**config.mk**
```make
export PLATFORM = sky130hd
export DESIGN_NAME = floating_divider_seq
export DESIGN_NICKNAME = d
export VERILOG_FILES = /design/src/rtl/floating_divider_seq.sv
export SDC_FILE = /design/constraint.sdc
export NUM_CORES = 1
export LEC_CHECK = 0
export CAP_MARGIN = 20
export CORE_ASPECT_RATIO = 1.5
export CORE_MARGIN = 4
export CORE_UTILIZATION = 56
export DETAILED_ROUTE_END_ITERATION = 10
export PLACE_DENSITY_LB_ADDON = 0.12
export SLEW_MARGIN = 5
export SYNTH_ARGS = -nofsm -noshare
export SYNTH_HDL_FRONTEND = slang
export SYNTH_SLANG_ARGS = --single-unit
export TNS_END_PERCENT = 50
```
**constraint.sdc**
```tcl
create_clock -name clk -period 5.9 [get_ports clk]
set_input_delay 0.885 -clock clk [delete_from_list [all_inputs] [get_ports clk]]
set_output_delay 0.885 -clock clk [all_outputs]
set_load 0.05 [all_outputs]
```
**src/rtl/floating_divider_seq.sv**
```systemverilog
// floating_divider_seq
//   Sequential IEEE-754 single-precision divider. The quotient mantissa comes
//   from a radix-2 restoring divider producing one quotient bit per clock.
//   Special operands (Inf/NaN, zero or denormal) skip the iteration and
//   complete one cycle after they are accepted. Denormals are flushed to zero.
//
// Ports
//   clk        in   1   rising-edge clock
//   reset      in   1   asynchronous active-high reset
//   start      in   1   request, sampled only in IDLE
//   a          in  32   dividend, captured on the accepted start edge
//   b          in  32   divisor, captured on the accepted start edge
//   busy       out  1   high from the cycle after start is accepted until done
//   done       out  1   one-cycle pulse when result and flags update
//   result     out 32   quotient, held until the next done
//   overflow   out  1   result exponent overflowed (held after done)
//   exception  out  1   divide-by-zero or Inf/NaN operand (held after done)
//
// Build option
//   FP_DIV_ROUND_EN  defined: round-to-nearest-even; undefined: truncation.
//
// state    | meaning
// ---------+----------------------------------------------------------
// S_IDLE   | waiting for start; outputs hold the last result
// S_DIVIDE | 26 restoring-division iterations, one quotient bit each
// S_PACK   | normalise, round, range-check and register the result

module floating_divider_seq (
    input  logic        clk,
    input  logic        reset,
    input  logic        start,
    input  logic [31:0] a,
    input  logic [31:0] b,
    output logic        busy,
    output logic        done,
    output logic [31:0] result,
    output logic        overflow,
    output logic        exception
);

    typedef enum logic [1:0] {
        S_IDLE   = 2'd0,
        S_DIVIDE = 2'd1,
        S_PACK   = 2'd2
    } state_t;

    state_t      state_q, state_d;
    logic        sign_q, sign_d;
    logic [7:0]  ea_q, ea_d;
    logic [7:0]  eb_q, eb_d;
    logic [23:0] mb_q, mb_d;
    logic [24:0] rem_q, rem_d;
    logic [25:0] quo_q, quo_d;
    logic [4:0]  cnt_q, cnt_d;
    logic        spec_q, spec_d;
    logic [31:0] spec_res_q, spec_res_d;
    logic        spec_exc_q, spec_exc_d;
    logic        busy_q, busy_d;
    logic        done_q, done_d;
    logic [31:0] result_q, result_d;
    logic        overflow_q, overflow_d;
    logic        exception_q, exception_d;

    // Operand classification on the start edge
    logic [7:0]  ea_in, eb_in;
    logic        sign_in;
    logic        is_spec;
    logic [31:0] spec_res_in;
    logic        spec_exc_in;

    always_comb begin
        ea_in       = a[30:23];
        eb_in       = b[30:23];
        sign_in     = a[31] ^ b[31];
        is_spec     = 1'b1;
        spec_res_in = 32'h0000_0000;
        spec_exc_in = 1'b0;
        if (ea_in == 8'hFF || eb_in == 8'hFF) begin
            spec_res_in = 32'h7FC0_0000;
            spec_exc_in = 1'b1;
        end else if (eb_in == 8'h00) begin
            spec_res_in = {sign_in, 8'hFF, 23'h0};
            spec_exc_in = 1'b1;
        end else if (ea_in == 8'h00) begin
            spec_res_in = 32'h0000_0000;
            spec_exc_in = 1'b0;
        end else begin
            is_spec = 1'b0;
        end
    end

    // Restoring-division step: compare, conditionally subtract, then shift
    logic        quo_bit;
    logic [24:0] rem_sub;

    always_comb begin
        quo_bit = (rem_q >= {1'b0, mb_q});
        rem_sub = quo_bit ? (rem_q - {1'b0, mb_q}) : rem_q;
    end

    // Normalise and round the finished quotient
    logic [9:0]  exp_raw, exp_rnd;
    logic [22:0] mant_t;
    logic        guard, sticky, round_up;
    logic [23:0] mant_sum;

    always_comb begin
        // Quotient lies in (0.5, 2); a missing integer bit costs one exponent step.
        exp_raw = {2'b00, ea_q} - {2'b00, eb_q} + 10'd127 - {9'd0, ~quo_q[25]};
        if (quo_q[25]) begin
            mant_t = quo_q[24:2];
            guard  = quo_q[1];
            sticky = quo_q[0] | (rem_q != 25'd0);
        end else begin
            mant_t = quo_q[23:1];
            guard  = quo_q[0];
            sticky = (rem_q != 25'd0);
        end
`ifdef FP_DIV_ROUND_EN
        round_up = guard & (sticky | mant_t[0]);
`else
        round_up = 1'b0;
`endif
        // A carry out leaves the mantissa field at zero and bumps the exponent.
        mant_sum = {1'b0, mant_t} + {23'd0, round_up};
        exp_rnd  = exp_raw + {9'd0, mant_sum[23]};
    end

`ifndef FP_DIV_ROUND_EN
    logic unused_grs;
    assign unused_grs = guard ^ sticky;
`endif

    always_comb begin
        state_d     = state_q;
        sign_d      = sign_q;
        ea_d        = ea_q;
        eb_d        = eb_q;
        mb_d        = mb_q;
        rem_d       = rem_q;
        quo_d       = quo_q;
        cnt_d       = cnt_q;
        spec_d      = spec_q;
        spec_res_d  = spec_res_q;
        spec_exc_d  = spec_exc_q;
        busy_d      = busy_q;
        done_d      = 1'b0;
        result_d    = result_q;
        overflow_d  = overflow_q;
        exception_d = exception_q;

        case (state_q)
            S_IDLE: begin
                if (start) begin
                    sign_d      = sign_in;
                    ea_d        = ea_in;
                    eb_d        = eb_in;
                    mb_d        = {1'b1, b[22:0]};
                    rem_d       = {2'b01, a[22:0]};
                    quo_d       = 26'd0;
                    cnt_d       = 5'd0;
                    spec_d      = is_spec;
                    spec_res_d  = spec_res_in;
                    spec_exc_d  = spec_exc_in;
                    busy_d      = 1'b1;
                    overflow_d  = 1'b0;
                    exception_d = 1'b0;
                    state_d     = is_spec ? S_PACK : S_DIVIDE;
                end
            end
            S_DIVIDE: begin
                quo_d = {quo_q[24:0], quo_bit};
                rem_d = {rem_sub[23:0], 1'b0};
                cnt_d = cnt_q + 5'd1;
                if (cnt_q == 5'd25) begin
                    state_d = S_PACK;
                end
            end
            S_PACK: begin
                if (spec_q) begin
                    result_d    = spec_res_q;
                    exception_d = spec_exc_q;
                    overflow_d  = 1'b0;
                end else if ($signed(exp_rnd) >= 10'sd255) begin
                    result_d   = {sign_q, 8'hFF, 23'h0};
                    overflow_d = 1'b1;
                end else if ($signed(exp_rnd) <= 10'sd0) begin
                    result_d = 32'h0000_0000;
                end else begin
                    result_d = {sign_q, exp_rnd[7:0], mant_sum[22:0]};
                end
                done_d  = 1'b1;
                busy_d  = 1'b0;
                state_d = S_IDLE;
            end
            default: begin
                busy_d  = 1'b0;
                state_d = S_IDLE;
            end
        endcase
    end

    always_ff @(posedge clk or posedge reset) begin
        if (reset) begin
            state_q     <= S_IDLE;
            sign_q      <= 1'b0;
            ea_q        <= 8'd0;
            eb_q        <= 8'd0;
            mb_q        <= 24'd0;
            rem_q       <= 25'd0;
            quo_q       <= 26'd0;
            cnt_q       <= 5'd0;
            spec_q      <= 1'b0;
            spec_res_q  <= 32'd0;
            spec_exc_q  <= 1'b0;
            busy_q      <= 1'b0;
            done_q      <= 1'b0;
            result_q    <= 32'd0;
            overflow_q  <= 1'b0;
            exception_q <= 1'b0;
        end else begin
            state_q     <= state_d;
            sign_q      <= sign_d;
            ea_q        <= ea_d;
            eb_q        <= eb_d;
            mb_q        <= mb_d;
            rem_q       <= rem_d;
            quo_q       <= quo_d;
            cnt_q       <= cnt_d;
            spec_q      <= spec_d;
            spec_res_q  <= spec_res_d;
            spec_exc_q  <= spec_exc_d;
            busy_q      <= busy_d;
            done_q      <= done_d;
            result_q    <= result_d;
            overflow_q  <= overflow_d;
            exception_q <= exception_d;
        end
    end

    assign busy      = busy_q;
    assign done      = done_q;
    assign result    = result_q;
    assign overflow  = overflow_q;
    assign exception = exception_q;

endmodule
```
==> impl_metrics.prom <==
# TYPE chip_impl_metric gauge
chip_impl_info{name="outcome",value="finished clean"} 1
chip_impl_metric{name="setup_tns",unit="ns"} 0
chip_impl_metric{name="holdBufCountCts",unit=""} 0
chip_impl_metric{name="finalWirelength",unit="um"} 19130
chip_impl_metric{name="wire_length_of_the_first_global_routing_pass",unit="um"} 32180
chip_impl_metric{name="cts_inserted_buffers",unit=""} 17
chip_impl_metric{name="cts.path.max_buffers",unit=""} 2
chip_impl_metric{name="synth_seq_cells",unit=""} 139
chip_impl_metric{name="initial_core_util",unit="%"} 56.92
chip_impl_metric{name="placedInstanceArea",unit="mm2"} 0.009392
chip_impl_metric{name="grt_overflow_total",unit=""} 0
chip_impl_metric{name="rows",unit=""} 54
chip_impl_metric{name="crit_path_max_fanout",unit=""} 8
chip_impl_metric{name="finalCriticalPeriod",unit="ns"} 4.295
chip_impl_metric{name="fp.coreArea",unit="mm2"} 0.01446
chip_impl_metric{name="max-slew-margin-rel",unit="%"} 30.27
chip_impl_metric{name="dieHeight",unit="um"} 156.5
chip_impl_metric{name="detailroute.wirelength.met3",unit="um"} 744
chip_impl_metric{name="postSynthAreaPerCell",unit="um2"} 8.573
chip_impl_metric{name="syn-cell-area",unit="mm2"} 0.008230
chip_impl_metric{name="max-cap-violations",unit=""} 0
chip_impl_metric{name="yosys.area.top_type_share",unit="%"} 42.26
chip_impl_metric{name="numPortBuffers",unit=""} 102
chip_impl_info{name="netlist_top_cells_area",value="sky130_fd_sc_hd__dfrtp_1 (42%), sky130_fd_sc_hd__nand2_1 (8.7%), sky130_fd_sc_hd__ha_1 (6.1%)"} 1
chip_impl_metric{name="layout_stage_area_growth_over_the_synthesis_result",unit="%"} 21.92
chip_impl_metric{name="antenna_diode_count",unit=""} 0
chip_impl_metric{name="yosysUniqueCellTypes",unit=""} 69
chip_impl_info{name="rsz0062_at_grt",value="no"} 1
chip_impl_metric{name="synth-edff-count",unit=""} 0
chip_impl_info{name="worst_hold_path_type",value="flop to flop"} 1
chip_impl_metric{name="die_w",unit="um"} 107.0
chip_impl_metric{name="gp_congestion",unit=""} 0.8901
chip_impl_metric{name="met2_length",unit="um"} 10320
chip_impl_metric{name="synthesis.instances",unit=""} 960
chip_impl_metric{name="routedLengthMet1",unit="um"} 7513
chip_impl_info{name="crit_type",value="flop to flop"} 1
chip_impl_metric{name="drtAntennaViolNets",unit=""} 0
chip_impl_info{name="startpoint_type",value="flop"} 1
chip_impl_metric{name="crit_arrival",unit="ns"} 4.62
chip_impl_metric{name="postLayoutCellArea",unit="mm2"} 0.01003
chip_impl_metric{name="achievable-frequency",unit="GHz"} 0.2328
chip_impl_metric{name="synth.yosys.warnings",unit=""} 0
chip_impl_metric{name="dr.first_iter.drc_count",unit=""} 315
chip_impl_metric{name="synthArstFlopShare",unit="%"} 100.0
chip_impl_info{name="top_layer_used",value="met4"} 1
chip_impl_info{name="synth_area_leader_cell",value="sky130_fd_sc_hd__dfrtp_1"} 1
chip_impl_metric{name="post-cts-setup-buffers",unit=""} 0
chip_impl_metric{name="clock_sinks",unit=""} 139
chip_impl_metric{name="final_net_count",unit=""} 1151
chip_impl_info{name="synth_top_flop_cell",value="sky130_fd_sc_hd__dfrtp_1"} 1
chip_impl_info{name="tritoncts",value="done"} 1
chip_impl_metric{name="worst_margin_slew",unit="ns"} 1.046
chip_impl_metric{name="drc",unit=""} 0
chip_impl_metric{name="setup_viol",unit=""} 0
chip_impl_metric{name="detailed_placement_hpwl",unit="um"} 13290
chip_impl_info{name="setup.worst_path.end_class",value="flop"} 1
chip_impl_metric{name="final_hold_viol_count",unit=""} 0
chip_impl_metric{name="drv_slew",unit=""} 0
chip_impl_metric{name="grt_antenna_before_repair",unit=""} 0
chip_impl_metric{name="grt_max_degree",unit=""} 105
chip_impl_metric{name="cts_max_level",unit=""} 4
chip_impl_metric{name="fp.dieArea",unit="mm2"} 0.01674
chip_impl_metric{name="post_route_cells_drive_above_1_share",unit="%"} 6.357
chip_impl_metric{name="wire_per_inst",unit="um"} 15.30
chip_impl_metric{name="syn-num-nets",unit=""} 1070
chip_impl_metric{name="globalRouteTotalUtil",unit="%"} 23.66
chip_impl_metric{name="routed-via-count",unit=""} 7067
chip_impl_metric{name="via_count_of_the_first_global_routing_pass",unit=""} 7085
chip_impl_metric{name="critical_path_required",unit="ns"} 6.22
chip_impl_metric{name="vias_per_cell",unit=""} 5.654
chip_impl_metric{name="drtPass1Iterations",unit=""} 4
chip_impl_metric{name="i_o_pins",unit=""} 103
chip_impl_info{name="root_driver",value="sky130_fd_sc_hd__clkbuf_16"} 1
chip_impl_metric{name="synth.yosys.seq_area_share",unit="%"} 42.26
chip_impl_metric{name="clock_insertion_delay_worst_skew",unit="ns"} 0.43
chip_impl_metric{name="post_cts_resized",unit=""} 0
chip_impl_metric{name="final.period_utilization",unit="%"} 72.80
chip_impl_metric{name="worst_setup_hold_path_clk_slew",unit="ns"} 0.06
chip_impl_metric{name="timing.clock.skew",unit="ns"} 0.01507
layer usage:
layer	track usage [%]	vias up
met5	0	-
met4	9.263	0
met3	4.086	46
met2	44.38	159
met1	26.34	3361
li1	-	3501
cell type report:
class | instances | area (um2)
Sequential cell | 139 | 3478
Multi-Input combinational cell | 709 | 4345
Clock inverter | 15 | 217.7
Fill cell | 1247 | 4424
Tap cell | 196 | 245.2
Inverter | 65 | 249.0
Clock buffer | 17 | 425.4
Timing Repair Buffer | 109 | 1074
cells in the final DEF (no fill, tap or decap), drive strengths merged, types with 7 or more instances in the layout:
cell and instances:
a21oi 44, a311oi 7, nand2b 8, a31oi 11, clkbuf 17, o211ai 12
xnor2 21, ha 40, buf 7, inv 76, nor3 12, a21o 14
nand4 12, xor2 9, a211oi 7, nor2 55, dfrtp 139, nand3 44
mux2i 40, nor2b 7, clkdlybuf4s50 102, nand2 191, o21ai 104, o21a 9
final timing paths:
check | cells past startpoint | from | to | slack (ns)
max | 16 | ea_q[2]$_DFFE_PP0P_ | result[29]$_DFFE_PP0P_ | 1.60
min | 2 | mb_q[23]$_DFFE_PP0P_ | mb_q[23]$_DFFE_PP0P_ | 0.46
min in group asynchronous | 2 | reset | result[0]$_DFFE_PP0P_ | 1.02
min reg2reg | 2 | mb_q[23]$_DFFE_PP0P_ | mb_q[23]$_DFFE_PP0P_ | 0.46
max in group asynchronous | 3 | reset | mb_q[22]$_DFFE_PP0P_ | 3.77
max reg2reg | 16 | ea_q[2]$_DFFE_PP0P_ | result[29]$_DFFE_PP0P_ | 1.60
stage by stage:
| step | std cells | setup slack, ns | hold WS (ns) | util [%] |
|---|---|---|---|---|
| after detailed placement | 1218 | 1.623 | 0.4458 | 64.95 |
| after floorplan | 960 | 1.290 | 0.4181 | - |
| after global routing | 1250 | 1.327 | 0.4954 | 69.40 |
| after global placement | 1218 | 1.727 | 0.4312 | 64.95 |
| after CTS | 1250 | 1.593 | 0.4633 | 69.40 |
| final | 1250 | 1.605 | 0.4607 | 69.40 |
cells by family (layout without fill, tap and decap cells):
| group | Yosys count | in the layout | share of synthesized area (%) |
|---|---|---|---|
| and+or+nand+nor | 350 | 350 | 18.68 |
| xor gates and xnor gates | 30 | 30 | 3.284 |
| adders and majority gates | 44 | 44 | 6.932 |
| buffers and inverters | 112 | 206 | 5.169 |
| DFF | 139 | 139 | 42.26 |
| muxes | 43 | 43 | 5.275 |
| AOI/OAI and AO/OA | 242 | 242 | 18.40 |
synthesized netlist by cell type, types with 2 or more instances:
cell	instances
sky130_fd_sc_hd__xnor2_1	20
sky130_fd_sc_hd__a211oi_1	6
sky130_fd_sc_hd__and3_1	6
sky130_fd_sc_hd__buf_2	4
sky130_fd_sc_hd__o211ai_1	12
sky130_fd_sc_hd__fa_1	3
sky130_fd_sc_hd__mux2i_1	40
sky130_fd_sc_hd__nand3_1	44
sky130_fd_sc_hd__o21a_1	8
sky130_fd_sc_hd__a21o_1	13
sky130_fd_sc_hd__a21oi_1	41
sky130_fd_sc_hd__mux2_2	3
sky130_fd_sc_hd__o21ai_0	82
sky130_fd_sc_hd__a311oi_1	7
sky130_fd_sc_hd__dfrtp_1	139
sky130_fd_sc_hd__o221ai_1	3
sky130_fd_sc_hd__clkbuf_1	36
sky130_fd_sc_hd__nor2b_1	7
sky130_fd_sc_hd__nor3_1	11
sky130_fd_sc_hd__nand2b_1	7
sky130_fd_sc_hd__o22ai_1	3
sky130_fd_sc_hd__xor2_1	9
sky130_fd_sc_hd__nand2_1	191
sky130_fd_sc_hd__o31a_1	2
sky130_fd_sc_hd__o31ai_1	6
sky130_fd_sc_hd__nor4_1	6
sky130_fd_sc_hd__o21ai_1	21
sky130_fd_sc_hd__nand4_1	12
sky130_fd_sc_hd__nor2_1	53
sky130_fd_sc_hd__inv_1	65
sky130_fd_sc_hd__o21bai_1	4
sky130_fd_sc_hd__a22o_1	2
sky130_fd_sc_hd__a31oi_1	11
sky130_fd_sc_hd__ha_1	40
sky130_fd_sc_hd__buf_1	7
sky130_fd_sc_hd__a21oi_2	3
critical path, stage by stage, from the launching register on:
cell	delay [ns]
sky130_fd_sc_hd__dfrtp_1	0.39
sky130_fd_sc_hd__ha_1	0.37
sky130_fd_sc_hd__nor2_1	0.09
sky130_fd_sc_hd__a21o_2	0.23
sky130_fd_sc_hd__xnor2_2	0.25
sky130_fd_sc_hd__inv_1	0.08
sky130_fd_sc_hd__ha_1	0.35
sky130_fd_sc_hd__a21oi_1	0.19
sky130_fd_sc_hd__nand2_1	0.19
sky130_fd_sc_hd__a211oi_1	0.29
sky130_fd_sc_hd__o221ai_1	0.18
sky130_fd_sc_hd__o21a_2	0.17
sky130_fd_sc_hd__xnor2_1	0.14
sky130_fd_sc_hd__or4_4	0.54
sky130_fd_sc_hd__o31a_1	0.27
sky130_fd_sc_hd__a2bb2oi_2	0.19
sky130_fd_sc_hd__a311oi_1	0.29
registers in the layout, summed over array words and instances (netlist names):
signal,cells
busy,1
cnt_q,5
done,1
ea_q,8
eb_q,8
exception,1
mb_q,24
overflow,1
quo_q,26
rem_q,25
result,32
sign_q,1
spec_q,1
spec_res_q,3
state_q,2
Power is not shown: default switching activity piles up to over one toggle a cycle in this logic, so the estimate is an artifact.
